==> config.mk <==
export PLATFORM = sky130hd
export DESIGN_NAME = io_responder_flat
export DESIGN_NICKNAME = d
export VERILOG_FILES = /design/src/rtl/io_responder_pkg.sv /design/src/rtl/io_responder_if.sv /design/src/rtl/io_responder_byte_fifo.sv /design/src/rtl/io_responder.sv /design/src/flat_wrapper.sv
export SDC_FILE = /design/constraint.sdc
export NUM_CORES = 1
export LEC_CHECK = 0
export CORE_ASPECT_RATIO = 0.8
export CORE_MARGIN = 5
export CORE_UTILIZATION = 58
export CTS_BUF_LIST = sky130_fd_sc_hd__clkbuf_4
export CTS_CLUSTER_SIZE = 40
export DETAILED_ROUTE_END_ITERATION = 8
export HOLD_SLACK_MARGIN = 0.08
export PLACE_DENSITY = 0.77
export SLEW_MARGIN = 25
export SYNTH_ARGS = -nofsm -noshare
export SYNTH_HDL_FRONTEND = slang
export SYNTH_SLANG_ARGS = --single-unit
==> constraint.sdc <==
create_clock -name clk_in -period 3.93 [get_ports clk_in]
set_clock_uncertainty 0.2 [all_clocks]
set_input_delay 0.5895 -clock clk_in [delete_from_list [all_inputs] [get_ports clk_in]]
set_output_delay 0.5895 -clock clk_in [all_outputs]
set_load 0.05 [all_outputs]
==> src/rtl/io_responder_pkg.sv <==
// Shared constants and access decode for the memory-mapped I/O responder.
package io_responder_pkg;

    localparam logic [17:0] IoInPort  = 18'h30000;
    localparam logic [17:0] IoClkPort = 18'h30004;
    localparam logic [1:0]  IoHitBits = 2'b11;

    typedef enum logic [2:0] {
        AccNone,
        AccRdIn,
        AccRdCnt,
        AccRdSnap,
        AccRdZero,
        AccWrIn,
        AccWrClk
    } acc_e;

    // Writes to unmapped hit addresses decode to AccNone so they are ignored.
    function automatic acc_e decode_acc(input logic [17:0] addr, input logic wr);
        if (addr[17:16] != IoHitBits) return AccNone;
        if (wr) begin
            if (addr == IoInPort)  return AccWrIn;
            if (addr == IoClkPort) return AccWrClk;
            return AccNone;
        end
        if (addr == IoInPort)              return AccRdIn;
        if (addr == IoClkPort)             return AccRdCnt;
        if (addr[17:2] == IoClkPort[17:2]) return AccRdSnap;
        return AccRdZero;
    endfunction

endpackage

==> src/rtl/io_responder_if.sv <==
// CPU byte bus plus host rx/tx byte streams seen by the I/O responder.
interface io_responder_if;

    logic [17:0] bus_addr;
    logic        bus_wr;
    logic [7:0]  bus_wdata;
    logic [7:0]  bus_rdata;
    logic        io_rvalid;
    logic        cpu_rdy;
    logic [7:0]  rx_data;
    logic        rx_valid;
    logic        rx_ready;
    logic [7:0]  tx_data;
    logic        tx_valid;
    logic        tx_ready;

    modport slave (
        input  bus_addr, bus_wr, bus_wdata, rx_data, rx_valid, tx_ready,
        output bus_rdata, io_rvalid, cpu_rdy, rx_ready, tx_data, tx_valid
    );

    modport master (
        output bus_addr, bus_wr, bus_wdata, rx_data, rx_valid, tx_ready,
        input  bus_rdata, io_rvalid, cpu_rdy, rx_ready, tx_data, tx_valid
    );

endinterface

==> src/rtl/io_responder_byte_fifo.sv <==
// Byte FIFO with 2^AW entries; pointers carry an extra wrap bit for full/empty.
module io_responder_byte_fifo #(
    parameter int unsigned AW = 4
) (
    input  logic       clk_in,
    input  logic       rst_in,
    input  logic       push,
    input  logic [7:0] push_data,
    input  logic       pop,
    output logic       full,
    output logic       empty,
    output logic [7:0] head
);

    localparam int unsigned Depth = 1 << AW;

    logic [7:0]  mem_q [Depth];
    logic [AW:0] wptr_q, rptr_q;
    logic        do_push, do_pop;

    assign empty   = (wptr_q == rptr_q);
    assign full    = (wptr_q[AW] != rptr_q[AW]) && (wptr_q[AW-1:0] == rptr_q[AW-1:0]);
    assign do_push = push & ~full;
    assign do_pop  = pop & ~empty;
    // Storage is not reset, so mask the head while empty to present 0x00.
    assign head    = empty ? 8'h00 : mem_q[rptr_q[AW-1:0]];

    always_ff @(posedge clk_in) begin
        if (do_push) mem_q[wptr_q[AW-1:0]] <= push_data;
    end

    always_ff @(posedge clk_in or posedge rst_in) begin
        if (rst_in) begin
            wptr_q <= '0;
            rptr_q <= '0;
        end else begin
            if (do_push) wptr_q <= wptr_q + (AW+1)'(1);
            if (do_pop)  rptr_q <= rptr_q + (AW+1)'(1);
        end
    end

endmodule

==> src/rtl/io_responder.sv <==
// Memory-mapped I/O responder: rx/tx byte ports, cycle counter snapshot and program stop.
module io_responder
    import io_responder_pkg::*;
#(
    parameter int unsigned FIFO_AW = 4
) (
    input  logic           clk_in,
    input  logic           rst_in,
    io_responder_if.slave  bus,
    output logic           prog_stop
);

    acc_e        acc;
    logic        rx_empty, rx_full, tx_empty, tx_full;
    logic [7:0]  rx_head, tx_head;
    logic        rx_pop, tx_push, stall, rd_accept;
    logic [7:0]  tx_push_data, rdata_d, rdata_q;
    logic        rvalid_q, prog_stop_q;
    logic [31:0] cycle_cnt_q, cycle_cnt_d, snap_q;

    assign acc = decode_acc(bus.bus_addr, bus.bus_wr);

    always_comb begin
        rx_pop       = 1'b0;
        tx_push      = 1'b0;
        tx_push_data = bus.bus_wdata;
        stall        = 1'b0;
        rd_accept    = 1'b0;
        rdata_d      = 8'h00;
        case (acc)
            AccRdIn: begin
                rx_pop    = ~rx_empty;
                stall     = rx_empty;
                rd_accept = ~rx_empty;
                rdata_d   = rx_head;
            end
            AccRdCnt: begin
                rd_accept = 1'b1;
                rdata_d   = cycle_cnt_q[7:0];
            end
            AccRdSnap: begin
                rd_accept = 1'b1;
                rdata_d   = snap_q[{bus.bus_addr[1:0], 3'b000} +: 8];
            end
            AccRdZero: rd_accept = 1'b1;
            AccWrIn: begin
                // A zero byte is the CPU's "nothing to send" and is dropped.
                if (bus.bus_wdata != 8'h00) begin
                    tx_push = 1'b1;
                    stall   = tx_full;
                end
            end
            AccWrClk: begin
                if (!prog_stop_q) begin
                    tx_push      = 1'b1;
                    tx_push_data = 8'h00;
                    stall        = tx_full;
                end
            end
            default: ;
        endcase
    end

    assign cycle_cnt_d = prog_stop_q ? cycle_cnt_q : cycle_cnt_q + 32'd1;

    always_ff @(posedge clk_in or posedge rst_in) begin
        if (rst_in) begin
            cycle_cnt_q <= '0;
            snap_q      <= '0;
            prog_stop_q <= 1'b0;
            rdata_q     <= 8'h00;
            rvalid_q    <= 1'b0;
        end else begin
            cycle_cnt_q <= cycle_cnt_d;
            rvalid_q    <= rd_accept;
            if (rd_accept)       rdata_q <= rdata_d;
            if (acc == AccRdCnt) snap_q  <= cycle_cnt_q;
            if (acc == AccWrClk && !prog_stop_q && !tx_full) prog_stop_q <= 1'b1;
        end
    end

    io_responder_byte_fifo #(.AW(FIFO_AW)) u_rx_fifo (
        .clk_in    (clk_in),
        .rst_in    (rst_in),
        .push      (bus.rx_valid),
        .push_data (bus.rx_data),
        .pop       (rx_pop),
        .full      (rx_full),
        .empty     (rx_empty),
        .head      (rx_head)
    );

    io_responder_byte_fifo #(.AW(FIFO_AW)) u_tx_fifo (
        .clk_in    (clk_in),
        .rst_in    (rst_in),
        .push      (tx_push),
        .push_data (tx_push_data),
        .pop       (bus.tx_ready),
        .full      (tx_full),
        .empty     (tx_empty),
        .head      (tx_head)
    );

    // Reset must never leave the CPU stalled.
    assign bus.cpu_rdy   = rst_in | ~stall;
    assign bus.bus_rdata = rdata_q;
    assign bus.io_rvalid = rvalid_q;
    assign bus.rx_ready  = ~rx_full;
    assign bus.tx_valid  = ~tx_empty;
    assign bus.tx_data   = tx_head;
    assign prog_stop     = prog_stop_q;

endmodule

==> src/flat_wrapper.sv <==
// flat-port wrapper written by rule: the top's interface ports become plain ports
module io_responder_flat import io_responder_pkg::*;
#(
    parameter int unsigned FIFO_AW = 4
)
  (clk_in, rst_in, prog_stop, bus_bus_addr, bus_bus_wr, bus_bus_wdata, bus_rx_data, bus_rx_valid, bus_tx_ready, bus_bus_rdata, bus_io_rvalid, bus_cpu_rdy, bus_rx_ready, bus_tx_data, bus_tx_valid);
  io_responder_if bus_i ();
  input  logic clk_in;
  input  logic rst_in;
  output logic prog_stop;
  input wire logic [$bits(bus_i.bus_addr)-1:0] bus_bus_addr;
  input wire logic [$bits(bus_i.bus_wr)-1:0] bus_bus_wr;
  input wire logic [$bits(bus_i.bus_wdata)-1:0] bus_bus_wdata;
  input wire logic [$bits(bus_i.rx_data)-1:0] bus_rx_data;
  input wire logic [$bits(bus_i.rx_valid)-1:0] bus_rx_valid;
  input wire logic [$bits(bus_i.tx_ready)-1:0] bus_tx_ready;
  output wire logic [$bits(bus_i.bus_rdata)-1:0] bus_bus_rdata;
  output wire logic [$bits(bus_i.io_rvalid)-1:0] bus_io_rvalid;
  output wire logic [$bits(bus_i.cpu_rdy)-1:0] bus_cpu_rdy;
  output wire logic [$bits(bus_i.rx_ready)-1:0] bus_rx_ready;
  output wire logic [$bits(bus_i.tx_data)-1:0] bus_tx_data;
  output wire logic [$bits(bus_i.tx_valid)-1:0] bus_tx_valid;
  assign bus_i.bus_addr = bus_bus_addr;
  assign bus_i.bus_wr = bus_bus_wr;
  assign bus_i.bus_wdata = bus_bus_wdata;
  assign bus_i.rx_data = bus_rx_data;
  assign bus_i.rx_valid = bus_rx_valid;
  assign bus_i.tx_ready = bus_tx_ready;
  assign bus_bus_rdata = bus_i.bus_rdata;
  assign bus_io_rvalid = bus_i.io_rvalid;
  assign bus_cpu_rdy = bus_i.cpu_rdy;
  assign bus_rx_ready = bus_i.rx_ready;
  assign bus_tx_data = bus_i.tx_data;
  assign bus_tx_valid = bus_i.tx_valid;
  io_responder #(.FIFO_AW(FIFO_AW)) u_core (.clk_in(clk_in), .rst_in(rst_in), .bus(bus_i), .prog_stop(prog_stop));
endmodule
==> flow_summary.ini, run 1 <==
[run_status]
status = completed

[worst_setup_path]
startpoint_type = flop
crit_arrival_ns = 2.90
required_ns = 3.14
path_class = reg2out
r2r_start = u_core.u_rx_fifo.rptr_q[2]
critPathLaunch = u_core.u_rx_fifo.rptr_q[2]
cp_max_fo = 12
worstSetupEndpointType = output pin

[clock_network]
htree_levels = 3
clk_pin_slew_ns = 0.06
clk_root_buffer_cell = clkbuf_4
numCtsBuffers = 83
clock-sinks = 342
cts_setup_buffers = 0
clk_path_buf_depth = 3
cts_tree = yes
insertion_delay_ns = 0.71

[yosys]
syn_avg_cell_area_um2 = 17.81
synth_top_area_share = 0.5361
ys_seq_area_frac = 0.6862
yosys_most_used_dff = edfxtp_1
ys_ff_latch = 342
synth_edf_count = 256
netlist_top_cells_area = edfxtp_1 (54%), dfrtp_1 (15%), mux4_2 (9.3%)
syn_nets = 855
async_flop_share = 0.2515
synth_warnings = 0
synth.distinct_cells = 52
syn_area_um2 = 14340
yosysTopAreaCell = edfxtp_1
synth_cells = 805

[die]
initial_core_util = 0.5883
die-area_um2 = 27990
io_pins = 60
die_w_um = 185.8
fp.dieH_um = 150.6
coreArea_um2 = 24380
num_rows = 51

[route]
dr.first_iter.drc_count = 801
wl_per_cell_um = 22.66
postRouteAntennaNets = 0
first_pass_iters = 5
drc = 0
wl_um = 29890
post_drt_via_cell_ratio = 5.954
num_vias = 7853

[flow_run]
max_cap_viol_count = 0

[placement]
detailed_place_hpwl_um = 19690
routabilityCongestion = 0.8993
io_buffers = 59

[power_and_ir_drop]
leakage_nw = 6.013
pwr_density_cell_nw_per_um2 = 548.0
peakVddDrop_mv = 0.3512

[global_route]
grt.total_usage = 0.2222
grt_pass1_vias = 8234
grt_remaining_overflow = 0
grt_pass1_wl_um = 46730
grt_max_degree = 75
antenna_found_initial = 1

[timing]
worst_pin_slew_ns = 0.9469
fin_crit_sh = 0.9387
fmaxAchievable_mhz = 271.1
rsz0062_at_grt = no
fin_tns_setup_ns = 0
finalHoldViolCount = 0
slew_headroom = 0.3664
period_needed_ns = 3.689
finalSetupViolCount = 0
finalMaxSlewViolations = 0

[cells_and_area]
multiInputGateArea_um2 = 4209
syn2layout_area_growth_pct = 14.21
final_util = 0.6719
nets = 991
fillers = 1573
drive_gt1_frac = 0.2540
layout_common_cells = edfxtp_1 (256), clkbuf_4 (108), dfrtp_1 (84)
mostFrequentLayoutCell = edfxtp_1
seq_area_um2 = 9842

[worst_hold_path]
hold_start = u_core.snap_q[22]
hold_class = reg2reg
final timing paths:
kind / end / slack (ns) / depth (start not counted)
setup / recovery: bus_rx_ready / 0.24 / 4
max in group asynchronous: u_core.cycle_cnt_q[10] / 2.01 / 4
setup reg to reg: u_core.u_rx_fifo.mem_q[7][3] / 0.94 / 5
hold / removal: u_core.snap_q[22] / 0.29 / 1
hold reg to reg: u_core.snap_q[22] / 0.29 / 1
min in group asynchronous: u_core.u_tx_fifo.rptr_q[2] / 0.57 / 3
per-stage QoR:
step | power, mW | hold WS [ns] | worst slack (ns) | instances | area, um2
5_1_grt | 9.387 | 0.3039 | 0.05247 | 1319 | 16380
4_1_cts | 9.068 | 0.2859 | 0.008096 | 1318 | 16390
2_1_floorplan | 5.638 | 0.2378 | 0.3735 | 805 | 14340
3_3_place_gp | 6.116 | 0.2598 | 0.4035 | 1173 | 15320
6_report | 8.975 | 0.2876 | 0.2408 | 1319 | 16380
3_5_place_dp | 6.188 | 0.2723 | 0.3871 | 1173 | 15320
cell usage after synthesis, types with 2 or more instances:
master,n
xnor2_1,42
clkbuf_1,6
buf_4,3
nand2_1,44
mux2_2,14
nor2_1,35
buf_2,19
xor2_1,17
nand3b_1,3
nor2b_1,12
or4_1,2
nor3_1,12
inv_1,14
ha_1,11
edfxtp_1,256
nor3b_1,2
nor4_2,4
buf_1,4
nand2b_1,5
buf_8,3
nor4_1,3
a22oi_1,12
and4_1,3
mux4_1,21
and2_1,13
nor3_2,3
dfrtp_1,86
o21ai_0,9
and3_1,13
nand3_1,18
o2111ai_1,2
o21a_1,2
buf_6,3
a22o_1,2
or2_2,2
mux4_2,59
mux2_1,14
nand4_1,18
registers in the layout (all words and copies together) (netlist names):
register and count:
u_core.bus.bus_rdata 8, u_core.bus.io_rvalid 1, u_core.cycle_cnt_q 32, u_core.prog_stop 1, u_core.snap_q 24, u_core.u_rx_fifo.mem_q 128, u_core.u_rx_fifo.rptr_q 5, u_core.u_rx_fifo.wptr_q 5
u_core.u_tx_fifo.mem_q 128, u_core.u_tx_fifo.rptr_q 5, u_core.u_tx_fifo.wptr_q 5
critical path, cell delays in order (launching register included):
cell and delay, ns:
dfrtp_1 0.65, xnor2_1 0.17, nand4_1 0.32, nand2b_1 0.32, clkdlybuf4s50_1 0.74
power by group:
part | switching [mW] | internal (mW) | leakage, nW
combinational | 1.07 | 0.778 | 1.93
sequential | 0.124 | 4.08 | 3.46
clock | 1.41 | 1.51 | 0.623
total | 2.61 | 6.37 | 6.01
what timing repair did:
action | CTS | global route
hold endpoints to repair | 12 | 0
hold buffers | 1 | 0
endpoints found under the setup margin | 5 | 6
resized for setup | 5 | 11
cell type report:
cell class | count | area share
Clock inverter | 36 | 0.01528
Timing Repair Buffer | 90 | 0.04943
Sequential cell | 342 | 0.6009
Antenna cell | 1 | 0.0001528
Multi-Input combinational cell | 410 | 0.2570
Inverter | 14 | 0.003438
Tap cell | 318 | 0.02429
Clock buffer | 108 | 0.04950
cells by family (layout without fill, tap and decap cells):
| kind of cell | after synthesis | count (layout) | share of synthesized area |
|---|---|---|---|
| AND/OR/NAND/NOR | 199 | 199 | 0.07757 |
| XOR/XNOR | 59 | 59 | 0.03603 |
| AO/OA/AOI/OAI | 32 | 32 | 0.01649 |
| flip-flops | 342 | 342 | 0.6862 |
| buffers and inverters | 53 | 248 | 0.02033 |
| other | 0 | 1 | 0 |
| adder cells (fa/ha/maj) | 11 | 11 | 0.009598 |
| multiplexers | 109 | 109 | 0.1538 |
routing by layer:
metal | part of all wire | vias up | track usage
met3 | 0.072 | 65 | 0.05314
met1 | 0.42 | 3973 | 0.3216
met5 | 0 | - | 0
li1 | - | 3485 | -
met2 | 0.48 | 330 | 0.3402
met4 | 0.024 | 0 | 0.07174
No activity file was read; power rests on OpenSTA's default activity.
==> run 2, diff against run 1 <==
- CTS_BUF_LIST: sky130_fd_sc_hd__clkbuf_4 -> sky130_fd_sc_hd__clkbuf_8
==> flow_summary.ini, run 2 (synthesized netlist as in run 1, its figures left out) <==
[power_and_ir_drop]
clockPowerShare = 0.307
p_sw_mw = 2.471
pwr_density_cell_nw_per_um2 = 537.9
power_frac_comb = 0.212
leakage_nw = 5.927
peakVddDrop_mv = 0.3372
switching_share = 0.2825
seqPwrFrac = 0.481
intPower_mw = 6.276

[timing]
fin_tns_setup_ns = 0
finalMaxSlewViolations = 0
slew_headroom = 0.3589
period_needed_ns = 3.729
finalHoldViolCount = 0
rsz0062_at_grt = no
fmaxAchievable_mhz = 268.2
finalSetupViolCount = 0
worst_pin_slew_ns = 0.9582
fin_crit_sh = 0.9489

[worst_setup_path]
crit_cells = 5
critPathLaunch = u_core.u_tx_fifo.rptr_q[0]
r2r_start = u_core.u_rx_fifo.rptr_q[2]
crit_slowest_cell = mux4_1
critPathTopFamily = multiplexers
r2r_cells = 5
reg2reg_slack_ns = 0.97
cp_num_buf_inv = 2
startpoint_type = flop
cp_max_fo = 24
worstSetupEndpointType = output pin
worstPathCellList = buf_12 > mux4_1 > mux4_2 > and2_1 > dlygate4sd2_1
required_ns = 3.14
path_class = reg2out
critPathCapture = bus_tx_data[2]
cp_slowest_stage_delay_ns = 0.63
r2r-end = u_core.u_rx_fifo.mem_q[7][4]
crit_arrival_ns = 2.94

[cells_and_area]
nets = 958
final_area_um2 = 16260
multiInputGateArea_um2 = 4209
drive_gt1_frac = 0.1983
fillers = 1581
syn2layout_area_growth_pct = 13.39
seq_area_um2 = 9842
antenna_cells = 0
layout_common_cells = edfxtp_1 (256), dfrtp_1 (84), mux4_2 (59)
mostFrequentLayoutCell = edfxtp_1

[die]
coreArea_um2 = 24380
num_rows = 51
initial_core_util = 0.5883
die_w_um = 185.8
io_pins = 60
fp.dieH_um = 150.6
die-area_um2 = 27990

[flow_run]
max_cap_viol_count = 0

[route]
post_drt_via_cell_ratio = 6.060
wl_um = 29270
dr.first_iter.drc_count = 762
drc = 0
postRouteAntennaNets = 0
first_pass_iters = 5
num_vias = 7642
wl_per_cell_um = 23.21

[placement]
routabilityCongestion = 0.8993
placed_area_um2 = 15320
io_buffers = 59
detailed_place_hpwl_um = 19690

[clock_network]
cts_tree = yes
clock-sinks = 342
clk_pin_slew_ns = 0.07
numCtsBuffers = 51
clk_path_buf_depth = 3
htree_levels = 2
clk_root_buffer_cell = clkbuf_8
insertion_delay_ns = 0.58

[global_route]
grt_pass1_wl_um = 45710
grt_max_degree = 75
grt_remaining_overflow = 0
grt_pass1_vias = 7925
grt.total_usage = 0.2160
antenna_found_initial = 0

[run_status]
status = completed

[worst_hold_path]
hold_class = in2async
run 2: layout make-up:
cell class / count / share of cell area
Clock buffer: 54 / 0.04571
Multi-Input combinational cell: 410 / 0.2588
Timing Repair Buffer: 89 / 0.05017
Tap cell: 318 / 0.02447
Inverter: 14 / 0.003463
Clock inverter: 34 / 0.01208
Sequential cell: 342 / 0.6053
run 2: what timing repair did:
item	4_1_cts	5_1_grt
hold buffers	0	0
endpoints found under the setup margin	5	0
buffers inserted	0	0
resized for setup	5	0
run 2: stage by stage:
stage	utilization	cells	hold slack, ns	total power [mW]	worst slack, ns
finish	0.6671	1261	0.1385	8.747	0.2010
global route	0.6671	1261	0.1567	9.136	0.08945
CTS	0.6669	1261	0.1151	8.818	0.1475
detailed placement	0.6286	1173	0.2723	6.188	0.3871
global placement	0.6286	1173	0.2598	6.116	0.4035
floorplan	-	805	0.2378	5.638	0.3735
run 2: worst min path at each step:
stage | from | cells after the start | endpoint | slack, ns
floorplan | u_core.cycle_cnt_q[31] | 1 | u_core.cycle_cnt_q[31] | 0.24
global route | rst_in | 2 | u_core.u_tx_fifo.rptr_q[2] | 0.16
global placement | u_core.cycle_cnt_q[31] | 1 | u_core.cycle_cnt_q[31] | 0.26
CTS | rst_in | 2 | u_core.u_tx_fifo.rptr_q[2] | 0.12
detailed placement | u_core.snap_q[22] | 1 | u_core.snap_q[22] | 0.27
finish | rst_in | 2 | u_core.u_tx_fifo.rptr_q[2] | 0.14
run 2: routing by layer:
metal | part of all wire | GRT usage
met1 | 0.41 | 0.3191
met2 | 0.48 | 0.3336
met3 | 0.088 | 0.04372
met4 | 0.022 | 0.06227
met5 | 0 | 0
run 2: power by group through the flow:
stage / clock, mW / sequential [mW] / combinational, mW
final: 2.68 / 4.21 / 1.85
after global routing: 2.93 / 4.23 / 1.98
after CTS: 2.74 / 4.21 / 1.87
after detailed placement: 0 / 4.28 / 1.91
after global placement: 0 / 4.26 / 1.85
after floorplan: 0 / 4.22 / 1.42
==> run 3, diff against run 2 <==
- CORE_UTILIZATION: 58 -> 57
- PLACE_DENSITY: 0.77 -> 0.79
- REMOVE_ABC_BUFFERS: unset -> 1
- clock period: 3.93 -> 3.4 ns (I/O delays scaled with it)
==> flow_summary.ini, run 3 (synthesized netlist as in run 1, its figures left out) <==
[clock_network]
clock-sinks = 342
clk_root_buffer_cell = clkbuf_8
insertion_delay_ns = 0.56
clk_path_buf_depth = 3
cts_tree = yes
clk_pin_slew_ns = 0.07
numCtsBuffers = 50
htree_levels = 2

[power_and_ir_drop]
p_total_mw = 10.16
p_sw_mw = 2.897
seqPwrFrac = 0.480
clockPowerShare = 0.302
switching_share = 0.2852
peakVddDrop_mv = 0.5592
power_frac_comb = 0.218
leakage_nw = 6.005
pwr_density_cell_nw_per_um2 = 620.8
intPower_mw = 7.260

[die]
die_w_um = 187.3
fp.dieH_um = 151.9
coreArea_um2 = 24570
die-area_um2 = 28450
num_rows = 51
io_pins = 60
initial_core_util = 0.5837

[global_route]
grt.total_usage = 0.2084
grt_max_degree = 45
grt_remaining_overflow = 0
grt_pass1_wl_um = 46370
grt_pass1_vias = 7943
antenna_found_initial = 1

[worst_setup_path]
r2r_cells = 7
startpoint_type = flop
r2r_start = u_core.u_rx_fifo.rptr_q[2]
path_class = reg2out
worstSetupEndpointType = output pin
reg2reg_slack_ns = 0.59
crit_arrival_ns = 2.67
cp_max_fo = 18
r2r-end = u_core.u_rx_fifo.mem_q[6][0]
required_ns = 2.69

[placement]
placed_area_um2 = 15390
io_buffers = 59
detailed_place_hpwl_um = 19600
routabilityCongestion = 0.8418
dp_slack_ns = 0.1542
placedCellCount = 1181

[cells_and_area]
mostFrequentLayoutCell = edfxtp_1
antenna_cells = 0
syn2layout_area_growth_pct = 14.10
instances_no_fill = 1275
fillers = 1601
final_area_um2 = 16360
nets = 967
layout_common_cells = edfxtp_1 (256), dfrtp_1 (83), mux4_2 (62)
drive_gt1_frac = 0.2299
final_util = 0.6660

[route]
post_drt_via_cell_ratio = 6.013
dr.first_iter.drc_count = 789
drc = 0
wl_um = 29450
wl_per_cell_um = 23.10
postRouteAntennaNets = 0
num_vias = 7667
first_pass_iters = 5

[timing]
finalSetupViolCount = 0
finalHoldViolCount = 0
fin_ws_ns = 0.01996
period_needed_ns = 3.380
worst_pin_slew_ns = 0.8373
fmaxAchievable_mhz = 295.9
fin_tns_setup_ns = 0
hold_ws_ns = 0.2652
slew_headroom = 0.4388
finalMaxSlewViolations = 0
fin_crit_sh = 0.9941
rsz0062_at_grt = yes

[worst_hold_path]
hold_start = u_core.cycle_cnt_q[31]
worstHoldEndpoint = u_core.cycle_cnt_q[31]
hold_class = reg2reg
min_path_cells = 1

[flow_run]
max_cap_viol_count = 0

[run_status]
status = completed
==> run 3: cell types whose count changed in the layout (fill, tap and decap cells not counted), sizes merged <==
cell / delta
buf: +16
dlygate4sd2: -5
clkbuf: +4
clkinv: +4
bufinv: -2
clkdlybuf4s50: -2
clkinvlp: -1
dlygate4sd3: +1
inv: -1
==> run 3: repair_timing <==
| action | CTS | global route |
|---|---|---|
| hold buffers | 1 | 0 |
| endpoints found under the setup margin | 8 | 8 |
| setup buffers | 1 | 0 |
| cloned | 1 | 0 |
| gates resized for setup | 2 | 4 |
| endpoints found under the hold margin | 22 | 0 |
==> run 3: metal layers <==
| metal | share of wire | up-vias | global-route usage |
|---|---|---|---|
| li1 | - | 3385 | - |
| met1 | 0.44 | 3915 | 0.3134 |
| met2 | 0.48 | 321 | 0.3268 |
| met3 | 0.068 | 44 | 0.03802 |
| met4 | 0.015 | 2 | 0.04435 |
| met5 | 0.00024 | - | 0 |
==> run 3: final cells by class <==
cell class | count | area [um2] | share of cell area
clock buffer | 58 | 798.3 | 0.04879
clock inverter | 34 | 146.4 | 0.008947
sequential | 342 | 9843 | 0.6016
multi-input combinational | 410 | 4228 | 0.2584
inverter | 14 | 53.80 | 0.003288
tap | 318 | 397.9 | 0.02432
timing repair buffer | 99 | 894.6 | 0.05468
==> run 3: worst max-delay path by stage <==
stage	start	end	slack [ns]	cells after the start
2_1_floorplan	rst_in	bus_cpu_rdy	-0.67	2
3_3_place_gp	bus_bus_addr[8]	u_core.u_tx_fifo.mem_q[1][3]	0.24	6
3_5_place_dp	bus_bus_addr[8]	u_core.u_tx_fifo.mem_q[1][0]	0.15	6
4_1_cts	u_core.u_tx_fifo.rptr_q[0]	bus_tx_data[4]	0.004	5
5_1_grt	u_core.u_tx_fifo.rptr_q[0]	bus_tx_data[7]	-0.04	5
6_report	u_core.u_tx_fifo.rptr_q[0]	bus_tx_data[0]	0.02	5
==> run 3: worst max-delay path, stage by stage, from the launching register on <==
cell and delay [ns]:
dfrtp_2 0.41, buf_12 0.18, mux4_1 0.67, mux4_2 0.48, and2_1 0.16, buf_4 0.18
==> run 3: power by group through the flow <==
stage,Sequential (mW),Clock [mW],Combinational (mW)
6_report,4.87,3.06,2.22
5_1_grt,4.89,3.31,2.36
4_1_cts,4.87,3.11,2.27
3_5_place_dp,4.95,0,2.19
3_3_place_gp,4.93,0,2.15
2_1_floorplan,5.05,0,1.33
